`src/rtl/sd_video_pkg.sv`:
```
// Shared video timing types and default active-window geometry for the
// scandoubler output path (also used by the OSD).
package sd_video_pkg;

  localparam int H_W = 11;
  localparam int V_W = 10;

  typedef struct packed {
    logic [5:0] r;
    logic [5:0] g;
    logic [5:0] b;
  } rgb6_t;

  localparam logic [H_W-1:0] DEF_H_START    = 11'd96;
  localparam logic [H_W-1:0] DEF_H_LEN      = 11'd512;
  localparam logic [V_W-1:0] DEF_V_START    = 10'd35;
  localparam logic [V_W-1:0] DEF_V_LEN      = 10'd384;
  localparam logic [H_W-1:0] DEF_LOST_LIMIT = 11'd2047;

  // 12-bit operands so start+len cannot wrap for any 11-bit window
  function automatic logic in_window(input logic [11:0] pos,
                                     input logic [11:0] start,
                                     input logic [11:0] len);
    return (pos >= start) && (pos < (start + len));
  endfunction

endpackage

```
`src/rtl/sd_sync_edge.sv`:
```
// Registered edge detector for one sync line; previous level resets high
// (inactive for active-low syncs), rise/fall are valid on ce cycles.
module sd_sync_edge (
  input  logic i_clk,
  input  logic i_reset,
  input  logic i_ce,
  input  logic i_d,
  output logic o_rise,
  output logic o_fall
);

  logic r_d;

  always_ff @(posedge i_clk) begin
    if (i_reset) begin
      r_d <= 1'b1;
    end else if (i_ce) begin
      r_d <= i_d;
    end
  end

  assign o_rise = ~r_d & i_d;
  assign o_fall = r_d & ~i_d;

endmodule

```
`src/rtl/sd_sync_align.sv`:
```
// Aligns vsync to the hsync leading edge (one line late), measures line length,
// detects sync loss and generates blanking/de; all outputs 1 ce_pix after input.
module sd_sync_align
  import sd_video_pkg::*;
#(
  parameter logic [H_W-1:0] H_START    = DEF_H_START,
  parameter logic [H_W-1:0] H_LEN      = DEF_H_LEN,
  parameter logic [V_W-1:0] V_START    = DEF_V_START,
  parameter logic [V_W-1:0] V_LEN      = DEF_V_LEN,
  parameter logic [H_W-1:0] LOST_LIMIT = DEF_LOST_LIMIT
) (
  input  logic           clk_sys,
  input  logic           reset,
  input  logic           ce_pix,
  input  logic           hs_in,
  input  logic           vs_in,
  input  logic [5:0]     r_in,
  input  logic [5:0]     g_in,
  input  logic [5:0]     b_in,
  output logic           hs_out,
  output logic           vs_out,
  output logic           hblank,
  output logic           vblank,
  output logic           de,
  output logic [5:0]     r_out,
  output logic [5:0]     g_out,
  output logic [5:0]     b_out,
  output logic [H_W-1:0] line_len,
  output logic           lost
);

  logic w_hs_fall_raw, w_unused_hs_rise, w_vs_rise, w_vs_fall;
  logic w_hs_fall, w_vs_edge;

  sd_sync_edge u_hs_edge (
    .i_clk(clk_sys), .i_reset(reset), .i_ce(ce_pix), .i_d(hs_in),
    .o_rise(w_unused_hs_rise), .o_fall(w_hs_fall_raw)
  );

  sd_sync_edge u_vs_edge (
    .i_clk(clk_sys), .i_reset(reset), .i_ce(ce_pix), .i_d(vs_in),
    .o_rise(w_vs_rise), .o_fall(w_vs_fall)
  );

  assign w_hs_fall = ce_pix & w_hs_fall_raw;
  assign w_vs_edge = ce_pix & (w_vs_rise | w_vs_fall);

  logic [H_W-1:0] r_hcnt;
  logic [V_W-1:0] r_vcnt;
  logic           r_vs_pend, r_vs_lvl, r_vs_a;
  rgb6_t          r_pix;

  logic [H_W-1:0] w_hcnt_n;
  logic [V_W-1:0] w_vcnt_n;
  logic           w_lost_n, w_hwin, w_vwin, w_de_n;
  logic [11:0]    w_len_sum;
  rgb6_t          w_pix_in;

  assign w_pix_in = '{r: r_in, g: g_in, b: b_in};

  // Next-state counters; the window is decoded on these so it lines up with the pixel being registered
  always_comb begin
    w_hcnt_n = r_hcnt;
    w_vcnt_n = r_vcnt;
    w_lost_n = lost;
    if (w_hs_fall) begin
      w_hcnt_n = '0;
      w_lost_n = 1'b0;
      if (vs_out && !r_vs_a) begin
        w_vcnt_n = '0;
      end else if (r_vcnt != '1) begin
        w_vcnt_n = r_vcnt + 1'b1;
      end
    end else begin
      if (r_hcnt != LOST_LIMIT) begin
        w_hcnt_n = r_hcnt + 1'b1;
      end
      if (w_hcnt_n == LOST_LIMIT) begin
        w_lost_n = 1'b1;
      end
    end
  end

  assign w_hwin    = in_window({1'b0, w_hcnt_n}, {1'b0, H_START}, {1'b0, H_LEN});
  assign w_vwin    = in_window({2'b0, w_vcnt_n}, {2'b0, V_START}, {2'b0, V_LEN});
  assign w_de_n    = w_hwin & w_vwin & ~w_lost_n;
  assign w_len_sum = {1'b0, r_hcnt} + 12'd1;

  always_ff @(posedge clk_sys) begin
    if (reset) begin
      r_hcnt    <= '0;
      r_vcnt    <= '0;
      r_vs_pend <= 1'b0;
      r_vs_lvl  <= 1'b1;
      r_vs_a    <= 1'b1;
      r_pix     <= '0;
      hs_out    <= 1'b1;
      vs_out    <= 1'b1;
      hblank    <= 1'b1;
      vblank    <= 1'b1;
      de        <= 1'b0;
      line_len  <= '0;
      lost      <= 1'b1;
    end else if (ce_pix) begin
      r_hcnt <= w_hcnt_n;
      r_vcnt <= w_vcnt_n;
      lost   <= w_lost_n;
      hs_out <= hs_in;
      hblank <= ~w_hwin;
      vblank <= ~w_vwin | w_lost_n;
      de     <= w_de_n;
      r_pix  <= w_de_n ? w_pix_in : '0;
      if (w_hs_fall) begin
        // A line that ran past the lost limit reports the largest representable length
        line_len <= w_len_sum[11] ? '1 : w_len_sum[H_W-1:0];
        vs_out   <= r_vs_a;
      end
      // A fresh vs edge always defers its commit to a later hs leading edge
      if (w_vs_edge) begin
        r_vs_pend <= 1'b1;
        r_vs_lvl  <= vs_in;
      end else if (w_hs_fall && r_vs_pend) begin
        r_vs_pend <= 1'b0;
        r_vs_a    <= r_vs_lvl;
      end
    end
  end

  assign r_out = r_pix.r;
  assign g_out = r_pix.g;
  assign b_out = r_pix.b;

endmodule

```
`config.mk`:
```
export PLATFORM = sky130hd
export DESIGN_NAME = sd_sync_align
export DESIGN_NICKNAME = d
export VERILOG_FILES = /design/src/rtl/sd_video_pkg.sv /design/src/rtl/sd_sync_edge.sv /design/src/rtl/sd_sync_align.sv
export SDC_FILE = /design/constraint.sdc
export NUM_CORES = 1
export LEC_CHECK = 0
export BUFFER_PORTS_ARGS = -buffer_cell sky130_fd_sc_hd__buf_2
export CAP_MARGIN = 40
export CORE_UTILIZATION = 32
export CTS_CLUSTER_SIZE = 24
export DETAILED_ROUTE_END_ITERATION = 8
export HOLD_SLACK_MARGIN = 0.06
export SYNTH_ARGS = -nofsm -noshare
export SYNTH_HDL_FRONTEND = slang
export SYNTH_SLANG_ARGS = --single-unit
export TNS_END_PERCENT = 20
```
`constraint.sdc`:
```
create_clock -name clk_sys -period 2.45 [get_ports clk_sys]
set_clock_uncertainty 0.15 [all_clocks]
set_input_delay 0.49 -clock clk_sys [delete_from_list [all_inputs] [get_ports clk_sys]]
set_output_delay 0.49 -clock clk_sys [all_outputs]
set_load 0.01 [all_outputs]
```
==> metrics.log <==
INFO  metric outcome = finished with violations
INFO  metric violations_in_the_final_reports = negative setup slack
INFO  metric timing.max_slew.rel_slack = 0.685
INFO  metric num_rows = 34
INFO  metric grt_most_used_layer = met2
INFO  metric p_leak = 1.87 nW
INFO  metric critPathArrivalTime = 2.77 ns
INFO  metric critical_path.max_fanout = 9
INFO  metric die_area = 9310 um^2
INFO  metric finalSetupViolations = 19
INFO  metric antenna_violations_before_repair = 0
INFO  metric syn_to_final_growth = 48.6%
INFO  metric route.final.wire_length = 8500 um
INFO  metric globalRouteMet1Util = 0.248
INFO  metric multi_input_comb_area = 1660 um^2
INFO  metric mappedNetlistNets = 352
INFO  metric async_flop_share = 0
INFO  metric ys_dominant_reg_cell = dfxtp_1
INFO  metric global_route.usage.total = 0.185
INFO  metric routed-via-count = 2913
INFO  metric ys_ff_latch = 60
INFO  metric wire_per_inst = 14.8 um
INFO  metric timing.hold.worst.class = input pin to flip-flop
INFO  metric clk_pin_slew_worst_paths = 0.08 ns
INFO  metric crit_path_top_delay_cell = dfxtp_2
INFO  metric dpl-instance-area = 3800 um^2
INFO  metric fin_crit = 2.61 ns
INFO  metric layout.area.seq = 1220 um^2
INFO  metric route.detailed.vias_per_inst = 5.06
INFO  metric io_pins = 58
INFO  metric core-area = 8680 um^2
INFO  metric setup.worst_path.end_class = flip-flop
INFO  metric worst_path_dominant_cell_family = compound AO/OA/AOI/OAI gates
INFO  metric place_worst_setup_slack = -0.582 ns
INFO  metric post_synth_edffs = 0
INFO  metric cts_max_level = 3
INFO  metric power-per-cell-area = 479 nW/um^2
INFO  metric yosys.cell_types.count = 60
INFO  metric worstPathCellList = ha_2 > and4b_1 > o32ai_2 > a31oi_1 > o32ai_2 > a21o_1 > a21boi_2 > nor4b_4 > buf_6 > clkbuf_16 > a22o_1
INFO  metric vdd.ir_drop.worst = 0.228 mV
INFO  metric final_instance_area = 4240 um^2
INFO  metric globalplace.congestion = 0.854
INFO  metric cp-start-kind = flip-flop
INFO  metric grt_pass1_wl = 13100 um
INFO  metric max_freq = 383 MHz
INFO  metric worstMarginPinSlew = 0.472 ns
INFO  metric die-width = 96.5 um
INFO  metric timing.critical_path.mode_cell = o32ai_2
INFO  metric dr_pass1_iterations = 4
INFO  metric postLayoutSetupSlackWorst = -0.163 ns
INFO  metric dpl.cell_count = 547
INFO  metric netlist_area = 2860 um^2
INFO  metric ys_seq_area_frac = 0.420
INFO  metric synthCells = 327
INFO  metric cp_num_buf_inv = 2
INFO  metric timing.critical_path.required = 2.61 ns
INFO  metric clock_sinks = 60
INFO  metric tritoncts.num_buffers = 9
INFO  metric die-height = 96.5 um
INFO  metric yosys_warnings = 0
INFO  metric drc_errors = 0
INFO  metric hold_buffers = 0
INFO  metric final_antenna_net_count = 0
INFO  metric antenna_diode_count = 0
INFO  metric cts_tree = done
INFO  metric numPortBuffers = 57
INFO  metric timing.final.crit_share = 1.07
INFO  metric floorplan.initialDensity = 0.329
INFO  metric timing.final.max_slew_violations = 0
INFO  metric slowest_delay = 0.33 ns
INFO  metric timing.setup.critical_path_class = flip-flop to flip-flop
INFO  metric timing.hold.ws = 0.175 ns
INFO  metric final-instance-count-excl-fill = 576
INFO  metric grt.met2_usage = 0.282
INFO  metric drive_gt1_frac = 0.447
INFO  metric max_cap_viol_count = 0
INFO  metric gr-usage-met3 = 0.0430
INFO  metric vias_in_the_first_global_route = 2752
INFO  metric layout.nets = 488
INFO  metric timing.final.hold_violations = 0
INFO  metric max-clock-path-buffers = 2
INFO  metric total_power = 2.03 mW
INFO  metric clockRootBuffer = clkbuf_8
INFO  metric initialDrtViolationCount = 147
INFO  metric source_to_sink_clock_delay_at_the_later_pin_of_the_worst_skew_pair = 0.37 ns
INFO  metric grt_start_max_net_pins = 26
INFO  metric global_route_overflow = 0
INFO  metric nFillCells = 841
INFO  metric synth_area_per_cell = 8.74 um^2
INFO  metric unrepaired_setup_endpoints_after_global_routing = yes
INFO  metric hpwlAfterDp = 5810 um
-- sequential cells by signal (all words and copies together) (netlist names) --
register and count:
r_vs_lvl 1, r_vcnt 10, r_hcnt 11, hblank 1
r_vs_a 1, vs_out 1, vblank 1, lost 1
r_out 6, line_len 11, de 1, g_out 6
r_vs_pend 1, hs_out 1, u_vs_edge.r_d 1, b_out 6
-- power by group --
group / switching (mW) / internal (mW)
clock: 0.459 / 0.378
sequential: 0.0154 / 0.996
combinational: 0.102 / 0.0806
-- final cells by class --
| class | instances | share of cell area |
|---|---|---|
| flip-flops and latches | 60 | 0.287 |
| well taps | 108 | 0.0318 |
| inverters | 7 | 0.00619 |
| multi-input cells | 237 | 0.391 |
| repair buffers | 148 | 0.242 |
| clock buffers | 9 | 0.0292 |
| clock inverters | 7 | 0.0133 |
-- per-stage QoR --
stage               setup TNS (ns)  utilization
finish                       -2.58        0.489
global route                 -5.21        0.489
CTS                          -1.70        0.465
detailed placement          -10.70        0.438
global placement            -10.91        0.437
floorplan                   -0.209            -
-- Yosys cell counts (all sizes together) (4+ instances only) --
| library cell | count | area (um^2) |
|---|---|---|
| mux2i | 9 | 90.1 |
| a22oi | 4 | 30.0 |
| a21oi | 25 | 125 |
| nand3 | 9 | 50.1 |
| clkbuf | 10 | 38.8 |
| and4 | 4 | 35.0 |
| nand4 | 6 | 58.8 |
| nor4 | 5 | 37.5 |
| dfxtp | 60 | 1200 |
| o211ai | 5 | 42.5 |
| nor2 | 29 | 111 |
| xnor2 | 7 | 61.3 |
| a211oi | 4 | 30.0 |
| a22o | 18 | 158 |
| o21ai | 27 | 139 |
| xor2 | 4 | 35.0 |
| nand2 | 33 | 124 |
| a21o | 4 | 30.0 |
| a31oi | 6 | 43.8 |
| buf | 13 | 72.6 |
| nor3 | 11 | 76.3 |
| inv | 6 | 22.5 |
-- routing by layer --
layer,wire (um),share of wire
met4,187,0.022
met2,3880,0.46
met1,4160,0.49
met5,0,0
met3,270,0.032
-- cells in the final DEF, fill, tap and decap left out, drive strengths merged, types with 2 or more instances in the layout --
cell type	instances
nand4	6
inv	9
o32ai	2
o211ai	5
nor2	29
a31oi	6
and3	3
or3	2
nor4	5
and4	4
a22o	18
o21ai	27
ha	2
nand2	33
a22oi	4
nor3	11
nor4b	2
nand3b	2
dfxtp	60
xnor2	7
clkinv	4
xor2	4
a21oi	25
a21o	4
a211oi	4
mux2i	9
nand3	9
buf	146
clkbuf	11
-- cell families after synthesis --
family / synth area share
AOI/OAI and AO/OA: 0.241
muxes: 0.0315
adders and majority gates: 0.00876
DFF: 0.420
xor gates and xnor gates: 0.0337
buffers and inverters: 0.0482
and+or+nand+nor: 0.216
-- path summary, 6_finish.rpt --
kind	start	to	slack, ns	cells after the start
setup / recovery	r_vcnt[0]$_SDFFE_PP0P_	g_out[4]$_SDFFE_PP0P_	-0.16	11
hold / removal	g_in[2]	g_out[2]$_SDFFE_PP0P_	0.17	2
setup reg to reg	r_vcnt[0]$_SDFFE_PP0P_	g_out[4]$_SDFFE_PP0P_	-0.16	11
hold reg to reg	de$_SDFFE_PP0P_	de$_SDFFE_PP0P_	0.30	1
-- timing repair --
action | CTS | global route
setup buffers | 2 | 9
gates resized for setup | 5 | 26
pin swaps | 4 | 3
setup endpoints to repair | 19 | 21
gates cloned | 0 | 2
No activity file was read; power rests on OpenSTA's default activity.
